**config.mk**
```make
export PLATFORM = sky130hd
export DESIGN_NAME = alu_seq_ctrl
export DESIGN_NICKNAME = d
export VERILOG_FILES = /design/src/rtl/alu_seq_ctrl.sv
export SDC_FILE = /design/constraint.sdc
export NUM_CORES = 1
export LEC_CHECK = 0
export ABC_CLOCK_PERIOD_IN_PS = 2830
export CORE_MARGIN = 3
export CORE_UTILIZATION = 55
export DETAILED_ROUTE_END_ITERATION = 7
export HOLD_SLACK_MARGIN = 0.02
export PLACE_DENSITY = 0.82
export SYNTH_ARGS = -nofsm -noshare
export SYNTH_HDL_FRONTEND = slang
export SYNTH_SLANG_ARGS = --single-unit
```
**constraint.sdc**
```tcl
create_clock -name clk -period 2.83 [get_ports clk]
set_input_delay 0.566 -clock clk [delete_from_list [all_inputs] [get_ports clk]]
set_output_delay 0.566 -clock clk [all_outputs]
set_load 0.02 [all_outputs]
```
**src/rtl/alu_seq_ctrl.sv**
```systemverilog
// alu_seq_ctrl: fetch/issue/writeback sequencer for a 16-bit ALU; define SEQ_ZERO_REG_EN to hardwire r0 to zero
module alu_seq_ctrl #(
  parameter int PC_W   = 8,
  parameter int NREG_W = 3
) (
  input  logic              clk,
  input  logic              rst_n,
  input  logic              start,
  output logic              busy,
  output logic              done,
  output logic              err,
  output logic [PC_W-1:0]   pc,
  output logic              instr_req,
  input  logic              instr_valid,
  input  logic [15:0]       instr_data,
  output logic [4:0]        alu_f,
  output logic [15:0]       alu_a,
  output logic [15:0]       alu_b,
  output logic              alu_cin,
  input  logic [15:0]       alu_result,
  input  logic [5:0]        alu_status,
  output logic [5:0]        flags,
  input  logic              host_we,
  input  logic [NREG_W-1:0] host_addr,
  input  logic [15:0]       host_wdata,
  output logic [15:0]       host_rdata
);
`ifdef SEQ_ZERO_REG_EN
  localparam logic ZR = 1'b1;
`else
  localparam logic ZR = 1'b0;
`endif
  typedef enum logic [1:0] {IDLE, FETCH, EXEC, WB} state_t;
  state_t state_q, state_d;
  logic [15:0] rf_q [2**NREG_W];
  logic [PC_W-1:0] pc_q;
  logic busy_q, done_q, err_q, alu_cin_q, wb_en_q, halt_q;
  logic [4:0] alu_f_q;
  logic [15:0] alu_a_q, alu_b_q, res_q;
  logic [5:0] stat_q, flags_q;
  logic [NREG_W-1:0] rd_q;
  logic legal, host_wr, wb_wr;
  assign busy       = busy_q;
  assign done       = done_q;
  assign err        = err_q;
  assign pc         = pc_q;
  assign instr_req  = state_q == FETCH;
  assign alu_f      = alu_f_q;
  assign alu_a      = alu_a_q;
  assign alu_b      = alu_b_q;
  assign alu_cin    = alu_cin_q;
  assign flags      = flags_q;
  assign host_rdata = rf_q[host_addr];
  // next state plus legality and register-file write enables; r0 is never written when hardwired
  always_comb begin
    state_d = state_q;
    case (state_q)
      IDLE:    state_d = start ? FETCH : IDLE;
      FETCH:   state_d = instr_valid ? EXEC : FETCH;
      EXEC:    state_d = WB;
      WB:      state_d = halt_q ? IDLE : FETCH;
      default: state_d = IDLE;
    endcase
    legal   = alu_f_q == 5'h01 || alu_f_q == 5'h03 || (alu_f_q >= 5'h04 && alu_f_q <= 5'h0B) || (alu_f_q >= 5'h10 && alu_f_q <= 5'h17);
    host_wr = state_q == IDLE && host_we && !(ZR && host_addr == '0);
    wb_wr   = state_q == WB && legal && wb_en_q && !(ZR && rd_q == '0);
  end
  // state register, issue/capture/writeback datapath and register file
  always_ff @(posedge clk) begin
    if (!rst_n) begin
      state_q   <= IDLE;
      pc_q      <= '0;
      busy_q    <= 1'b0;
      done_q    <= 1'b0;
      err_q     <= 1'b0;
      alu_f_q   <= '0;
      alu_a_q   <= '0;
      alu_b_q   <= '0;
      alu_cin_q <= 1'b0;
      flags_q   <= '0;
      res_q     <= '0;
      stat_q    <= '0;
      rd_q      <= '0;
      wb_en_q   <= 1'b0;
      halt_q    <= 1'b0;
      for (int i = 0; i < 2**NREG_W; i++) rf_q[i] <= '0;
    end else begin
      state_q <= state_d;
      done_q  <= 1'b0;
      if (state_q == IDLE && start) begin
        pc_q   <= '0;
        err_q  <= 1'b0;
        busy_q <= 1'b1;
      end
      if (host_wr) rf_q[host_addr] <= host_wdata;
      if (state_q == FETCH && instr_valid) begin
        alu_f_q   <= instr_data[15:11];
        rd_q      <= instr_data[10:8];
        alu_a_q   <= rf_q[instr_data[7:5]];
        alu_b_q   <= rf_q[instr_data[4:2]];
        wb_en_q   <= instr_data[1];
        halt_q    <= instr_data[0];
        alu_cin_q <= flags_q[5];
      end
      if (state_q == EXEC) begin
        res_q  <= alu_result;
        stat_q <= alu_status;
      end
      if (state_q == WB) begin
        pc_q <= pc_q + 1'b1;
        if (legal) flags_q <= stat_q;
        else err_q <= 1'b1;
        if (wb_wr) rf_q[rd_q] <= res_q;
        if (halt_q) begin
          done_q <= 1'b1;
          busy_q <= 1'b0;
        end
      end
    end
  end
endmodule

```
==> key figures, run 1 <==
Yosys
  – Cell area after synthesis: 10600 um^2
  – Largest cells by area after synthesis: edfxtp_1, mux4_2, dfxtp_1
  – Ys Warns: 0
  – Post-synth top flop: edfxtp_1
  – Post-synth top area cell: edfxtp_1
  – Cell with the most instances after synthesis: nor2_1
  – Top cells by count, synth: nor2_1, edfxtp_1, mux4_2
  – Post-synth ARST share: 0
  – Top-area cell type share of the netlist area: 0.361
  – Mean post-synth cell area: between 10 and 15 um^2
  – Library cells used by synthesis: 45
  – Post-synth EDFFs: 128
  – Cells after synthesis: 838
  – Sequential area share after synthesis: 0.519
  – Post-synth net total: between 900 and 1000
  – Yosys reg bits: 212

Setup path
  – Critical Path Fanout Max: 16
  – Critical path launch point: host_addr[1]
  – CP Cell Sequence: dlygate4sd2_1, bufbuf_16, mux4_2, mux2_2, dlygate4sd2_1
  – FF-to-FF setup slack: 720 ps
  – Worst R2R Start: alu_f[4]
  – CP arrival: approximately 2200 ps
  – Delay of the slowest cell on the worst path: 370 ps
  – CP required: roughly 2300 ps
  – Most frequent CP cell: dlygate4sd2_1
  – Setup crit end: host_rdata[0]
  – Worst r2r path cells: 6
  – Setup CP Type: primary input to primary output
  – Reg2reg end: rf_q[2][5]
  – CP startpoint kind: primary input
  – Crit path max-delay cell type: bufbuf_16
  – CP Capture Type: primary output

Detailed routing
  – Routed wire per std cell: 23.5 um
  – DR vias/cell: 6.30
  – Drt drc: 0
  – Iter 0 DRT Violations: 836
  – TritonRoute pass-1 iters: 5
  – Via count: 8004
  – Total routed wirelength: 29800 um
  – Post-route ant nets: 0

Floorplan
  – Core Region: 18800 um^2
  – Row count: 50
  – Die height: 145 um
  – Initial Util: 0.565
  – IO Count: 134
  – Die ar.: 21100 um^2
  – Die Wd: 145 um

Final layout
  – Finished Layout Cells: 1271
  – Nets: 1058
  – Layout Area Growth over Synthesis: 25.4%
  – ANT cells: 0
  – Share of layout cells above drive strength 1: 0.227
  – Fin util: 0.709

Timing
  – Tightest Pin Transition: 889 ps
  – Achievable frequency: between 300 and 400 MHz
  – Period utilization: 0.984
  – Slew Limit Fails: 0
  – Final Hold Viols: 0
  – Endpoints failing setup: 0
  – Slew margin rel.: 0.407
  – Setup TNS: 0 ps
  – Skew final: 13.0 ps
  – Final worst slack: 43.9 ps
  – Min cycle time layout: 2790 ps
  – RSZ-0062 raised after global routing: false

Clocking
  – CTS tree: built
  – Clock transition at path regs: 60 ps
  – Post-CTS sizing: 17
  – H-tree levels: 1
  – Clk sinks: 212
  – Clk buf depth: 3
  – CTS Root Buffer Type: clkbuf_16
  – Hold Buf Count CTS: 0
  – Clk Latency, worst-skew pair: 500 ps
  – Buffer count from post-CTS setup fixing: 0
  – Clock buffer count from CTS: 22

Global route
  – Met1 GRT Util: 0.365
  – First-pass GRT wire length: 45900 um
  – Met2 usage: 0.458
  – Met3 Use GR: 0.0646
  – All-Layer GR Usage: 0.278
  – Initial antenna violation count: 1
  – Overflow after GRT: 0
  – Largest net degree at the start of global routing: 66
  – Busiest grt layer: met2
  – Number of global-route vias before repair: 8080

Power and ir drop
  – PwrDens: ~560 nW/um^2
  – Lkg Pwr: 4.79 nW
  – Pwr Total: 7.44 mW
  – Max rail drop VDD: about 480 uV

Placement
  – Routability congestion estimate: approximately 0.86
  – Placed cells: 1230
  – Count of input and output buffers: between 100 and 150
  – Detailed Place HPWL: 19100 um
  – Post-place setup slack: -248 ps

Run
  – Max_cap viols: 0

Outcome
  – Outcome: finished clean

Hold path
  – Hold WC Path Type: flop to flop
## sequential cells by signal, summed over array words and instances, names as in the netlist, named ones only
register  flops
rf_q        128
alu_a        16
alu_b        16
res_q        16
pc            8
flags         6
stat_q        6
alu_f         5
rd_q          3
alu_cin       1
busy          1
done          1
err           1
halt_q        1
state_q       1
wb_en_q       1
## worst max-delay path: cells and delay by family
kind	cells	cell delay, ps
buf+inv	3	1050
mux	2	600
## cell families after synthesis
group,synth area share
and+or+nand+nor,0.122
DFF,0.519
muxes,0.243
AOI/OAI and AO/OA,0.0837
buffers and inverters,0.0310
adders and majority gates,0.00118
## layout by cell type (no fill, tap or decap), types with 3 or more instances in the layout
master and instances:
a21boi_0 34, a21oi_1 4, a32oi_4 3, and2_1 8
and3_1 3, buf_12 13, buf_2 4, buf_4 52
clkbuf_1 3, clkbuf_16 23, clkdlybuf4s50_1 112, clkinv_1 3
clkinv_2 3, dfxtp_1 84, dlygate4sd2_1 17, edfxtp_1 128
mux2_2 16, mux2i_1 24, mux4_2 96, nand2_1 87
nand2b_1 4, nand4_1 3, nor2_1 164, nor2b_1 16
o21ai_0 36, o22ai_1 32
## per-layer routing
metal | vias up | part of all wire
met3 | 92 | 0.13
li1 | 3468 | -
met1 | 3815 | 0.36
met2 | 627 | 0.48
met5 | - | 0.00044
met4 | 2 | 0.034
## report_power, final
part / switching, mW / internal, mW
Sequential: 0.106 / 3.41
Clock: 1.19 / 1.72
Combinational: 0.510 / 0.519
## worst min-delay path by stage
stage	startpoint	end	slack (ps)	cells after the start
finish	res_q[4]	res_q[4]	460	2
global route	res_q[11]	res_q[11]	490	2
CTS	res_q[4]	res_q[4]	460	2
detailed placement	res_q[4]	res_q[4]	460	2
global placement	res_q[6]	res_q[6]	450	2
floorplan	stat_q[0]	stat_q[0]	440	2
## area by class of cell
cell class / count / area (um^2)
Sequential cell: 212 / 5530
Fill cell: 1290 / 5490
Multi-Input combinational cell: 560 / 4800
Timing Repair Buffer: 199 / 1970
Clock buffer: 28 / 614
Tap cell: 260 / 325
Clock inverter: 12 / 111
## per-stage QoR
stage	instance area, um^2	hold slack [ps]
2_1_floorplan	10600	443
3_3_place_gp	12600	449
3_5_place_dp	12600	455
4_1_cts	13300	464
5_1_grt	13300	486
6_report	13300	460
(Power assumes the default switching activity.)
==> run 2, diff against run 1 <==
--- a/config.mk
+++ b/config.mk
@@ -7,10 +7,10 @@
 export LEC_CHECK = 0
 export ABC_CLOCK_PERIOD_IN_PS = 2830
 export CORE_MARGIN = 3
-export CORE_UTILIZATION = 55
+export CORE_UTILIZATION = 54
 export DETAILED_ROUTE_END_ITERATION = 7
 export HOLD_SLACK_MARGIN = 0.02
-export PLACE_DENSITY = 0.82
+export PLACE_DENSITY = 0.81
 export SYNTH_ARGS = -nofsm -noshare
 export SYNTH_HDL_FRONTEND = slang
 export SYNTH_SLANG_ARGS = --single-unit
==> run 2 against run 1 <==
Compared with the run above: critical path depth unchanged; final area is 0.36% higher; sequential power about the same; hold slack is essentially flat; combinational power about the same; total power rose by 3.2%; critical path type unchanged.
==> key figures, run 2 (synthesized netlist as in run 1, its figures left out) <==
Final layout
  – Nets: 1064
  – Number of flip-flops in the largest register: 128
  – Finished Layout Cells: approximately 1300
  – Fillers: 1359
  – Layout Area Growth over Synthesis: 25.8%
  – Share of layout cells above drive strength 1: 0.231
  – Register area: about 5500 um^2
  – Multi-input combinational cell area: 4800 um^2
  – Most frequent cells in the layout: nor2_1, edfxtp_1, clkdlybuf4s50_1, mux4_2, nand2_1
  – ANT cells: 0
  – Most common cell after layout, fill and taps aside: nor2_1
  – Largest Register: rf_q
  – Final Cell Area: 13400 um^2

Clocking
  – Clk sinks: 212
  – Clk Latency, worst-skew pair: between 500 and 600 ps
  – Clk buf depth: 3
  – H-tree levels: 1
  – CTS tree: built
  – CTS Root Buffer Type: clkbuf_16
  – Buffer count from post-CTS setup fixing: 0
  – Clock transition at path regs: around 50 ps
  – Clock buffer count from CTS: 23

Detailed routing
  – Post-route ant nets: 0
  – TritonRoute pass-1 iters: 5
  – Drt drc: 0
  – Total routed wirelength: ~30000 um
  – Routed wire per std cell: 23.6 um
  – DR vias/cell: ~6.3
  – Via count: 8028
  – Iter 0 DRT Violations: 818

Timing
  – Slew margin rel.: 0.420
  – Skew final: 14.3 ps
  – Setup TNS: 0 ps
  – Tightest Pin Transition: 870 ps
  – Slew Limit Fails: 0
  – Achievable frequency: 369 MHz
  – Period utilization: 0.959
  – RSZ-0062 raised after global routing: false
  – Min cycle time layout: 2710 ps
  – Endpoints failing setup: 0
  – Final worst slack: between 100 and 150 ps
  – Final Hold Viols: 0

Floorplan
  – Row count: 50
  – Core Region: ~19000 um^2
  – Die height: 146 um
  – Die Wd: 146 um
  – Die ar.: 21400 um^2
  – Initial Util: 0.560
  – IO Count: 134

Outcome
  – Outcome: finished clean

Hold path
  – Worst Hold Depth: 2
  – Hold EP: res_q[7]
  – Hold WC Path Type: flop to flop
  – Hold path startpoint: res_q[7]

Placement
  – Routability congestion estimate: 0.830
  – Post-place setup slack: -236 ps
  – Detailed Place HPWL: between 15000 and 20000 um
  – Count of input and output buffers: 133
  – Post-DP Area: 12600 um^2
  – Placed cells: 1235

Setup path
  – CP arrival: 2150 ps
  – Setup CP Type: primary input to primary output
  – Delay of the slowest cell on the worst path: between 300 and 400 ps
  – CP top delay family: buffers and inverters
  – CP startpoint kind: primary input
  – Critical path launch point: host_addr[1]
  – Reg2reg end: rf_q[3][10]
  – FF-to-FF setup slack: approximately 550 ps
  – Most frequent CP cell: dlygate4sd2_1
  – CP Cell Sequence: dlygate4sd2_1, bufbuf_16, mux4_2, mux2_2, dlygate4sd2_1
  – Crit path max-delay cell type: bufbuf_16
  – Critical Path Fanout Max: 16
  – Worst R2R Start: alu_f[4]
  – CP required: 2260 ps
  – Buffers & Inverters on Critical Path: 3
  – CP Capture Type: primary output
  – Worst r2r path cells: 4

Global route
  – Overflow after GRT: 0
  – First-pass GRT wire length: 47400 um
  – Number of global-route vias before repair: 8382
  – Largest net degree at the start of global routing: 54
  – All-Layer GR Usage: 0.282
  – Initial antenna violation count: 0

Power and ir drop
  – PwrDens: between 500 and 600 nW/um^2
  – Lkg Pwr: 4.83 nW
  – Max rail drop VDD: 488 uV
  – Pwr Total: 7.68 mW

Run
  – Max_cap viols: 0
==> run 2: cell types whose count changed in the layout (fill, tap and decap cells not counted), sizes merged <==
cell,delta
clkbuf,-5
inv,+1
buf,+5
clkinv,+3
clkinvlp,-2
bufinv,+3
==> run 2: final cells by class <==
class | count | area share
clock inverters | 17 | 0.0157
multi-input cells | 560 | 0.358
repair buffers | 204 | 0.146
well taps | 260 | 0.0243
flip-flops and latches | 212 | 0.413
clock buffers | 23 | 0.0430
==> run 2: layer usage <==
layer / up-vias / global-route usage / routed length (um)
met5: - / 0 / 0
met4: 0 / 0.121 / 1330
met3: 105 / 0.0652 / 3290
met2: 564 / 0.473 / 14700
met1: 3883 / 0.355 / 10900
li1: 3476 / - / -
==> run 2: stage by stage <==
step	utilization	hold WS (ps)
6_report	0.704	461
5_1_grt	0.704	490
4_1_cts	0.704	465
3_5_place_dp	0.662	456
3_3_place_gp	0.662	449
2_1_floorplan	-	443
==> run 2: worst max-delay path by stage <==
stage	endpoint	slack, ps	depth (start not counted)
floorplan	host_rdata[0]	310	4
global route	host_rdata[4]	80	5
CTS	host_rdata[2]	100	5
finish	host_rdata[7]	120	5
global placement	host_rdata[10]	-210	5
detailed placement	host_rdata[10]	-240	5
==> run 2: report_power, final <==
part           internal [mW]  switching [mW]
registers               3.41           0.106
logic                  0.518           0.507
clock network           1.93            1.21
==> run 2: worst register-to-register path, delay by kind of cell (launching register included) <==
family	cells	cell delay, ps
AO/OA/AOI/OAI	1	310
flip-flops	1	350
multiplexers	1	710
AND/OR/NAND/NOR	2	630
==> run 2: what timing repair did <==
item | in CTS | in global routing
gates resized for setup | 17 | 0
hold buffers | 0 | 0
endpoints found under the setup margin | 16 | 0
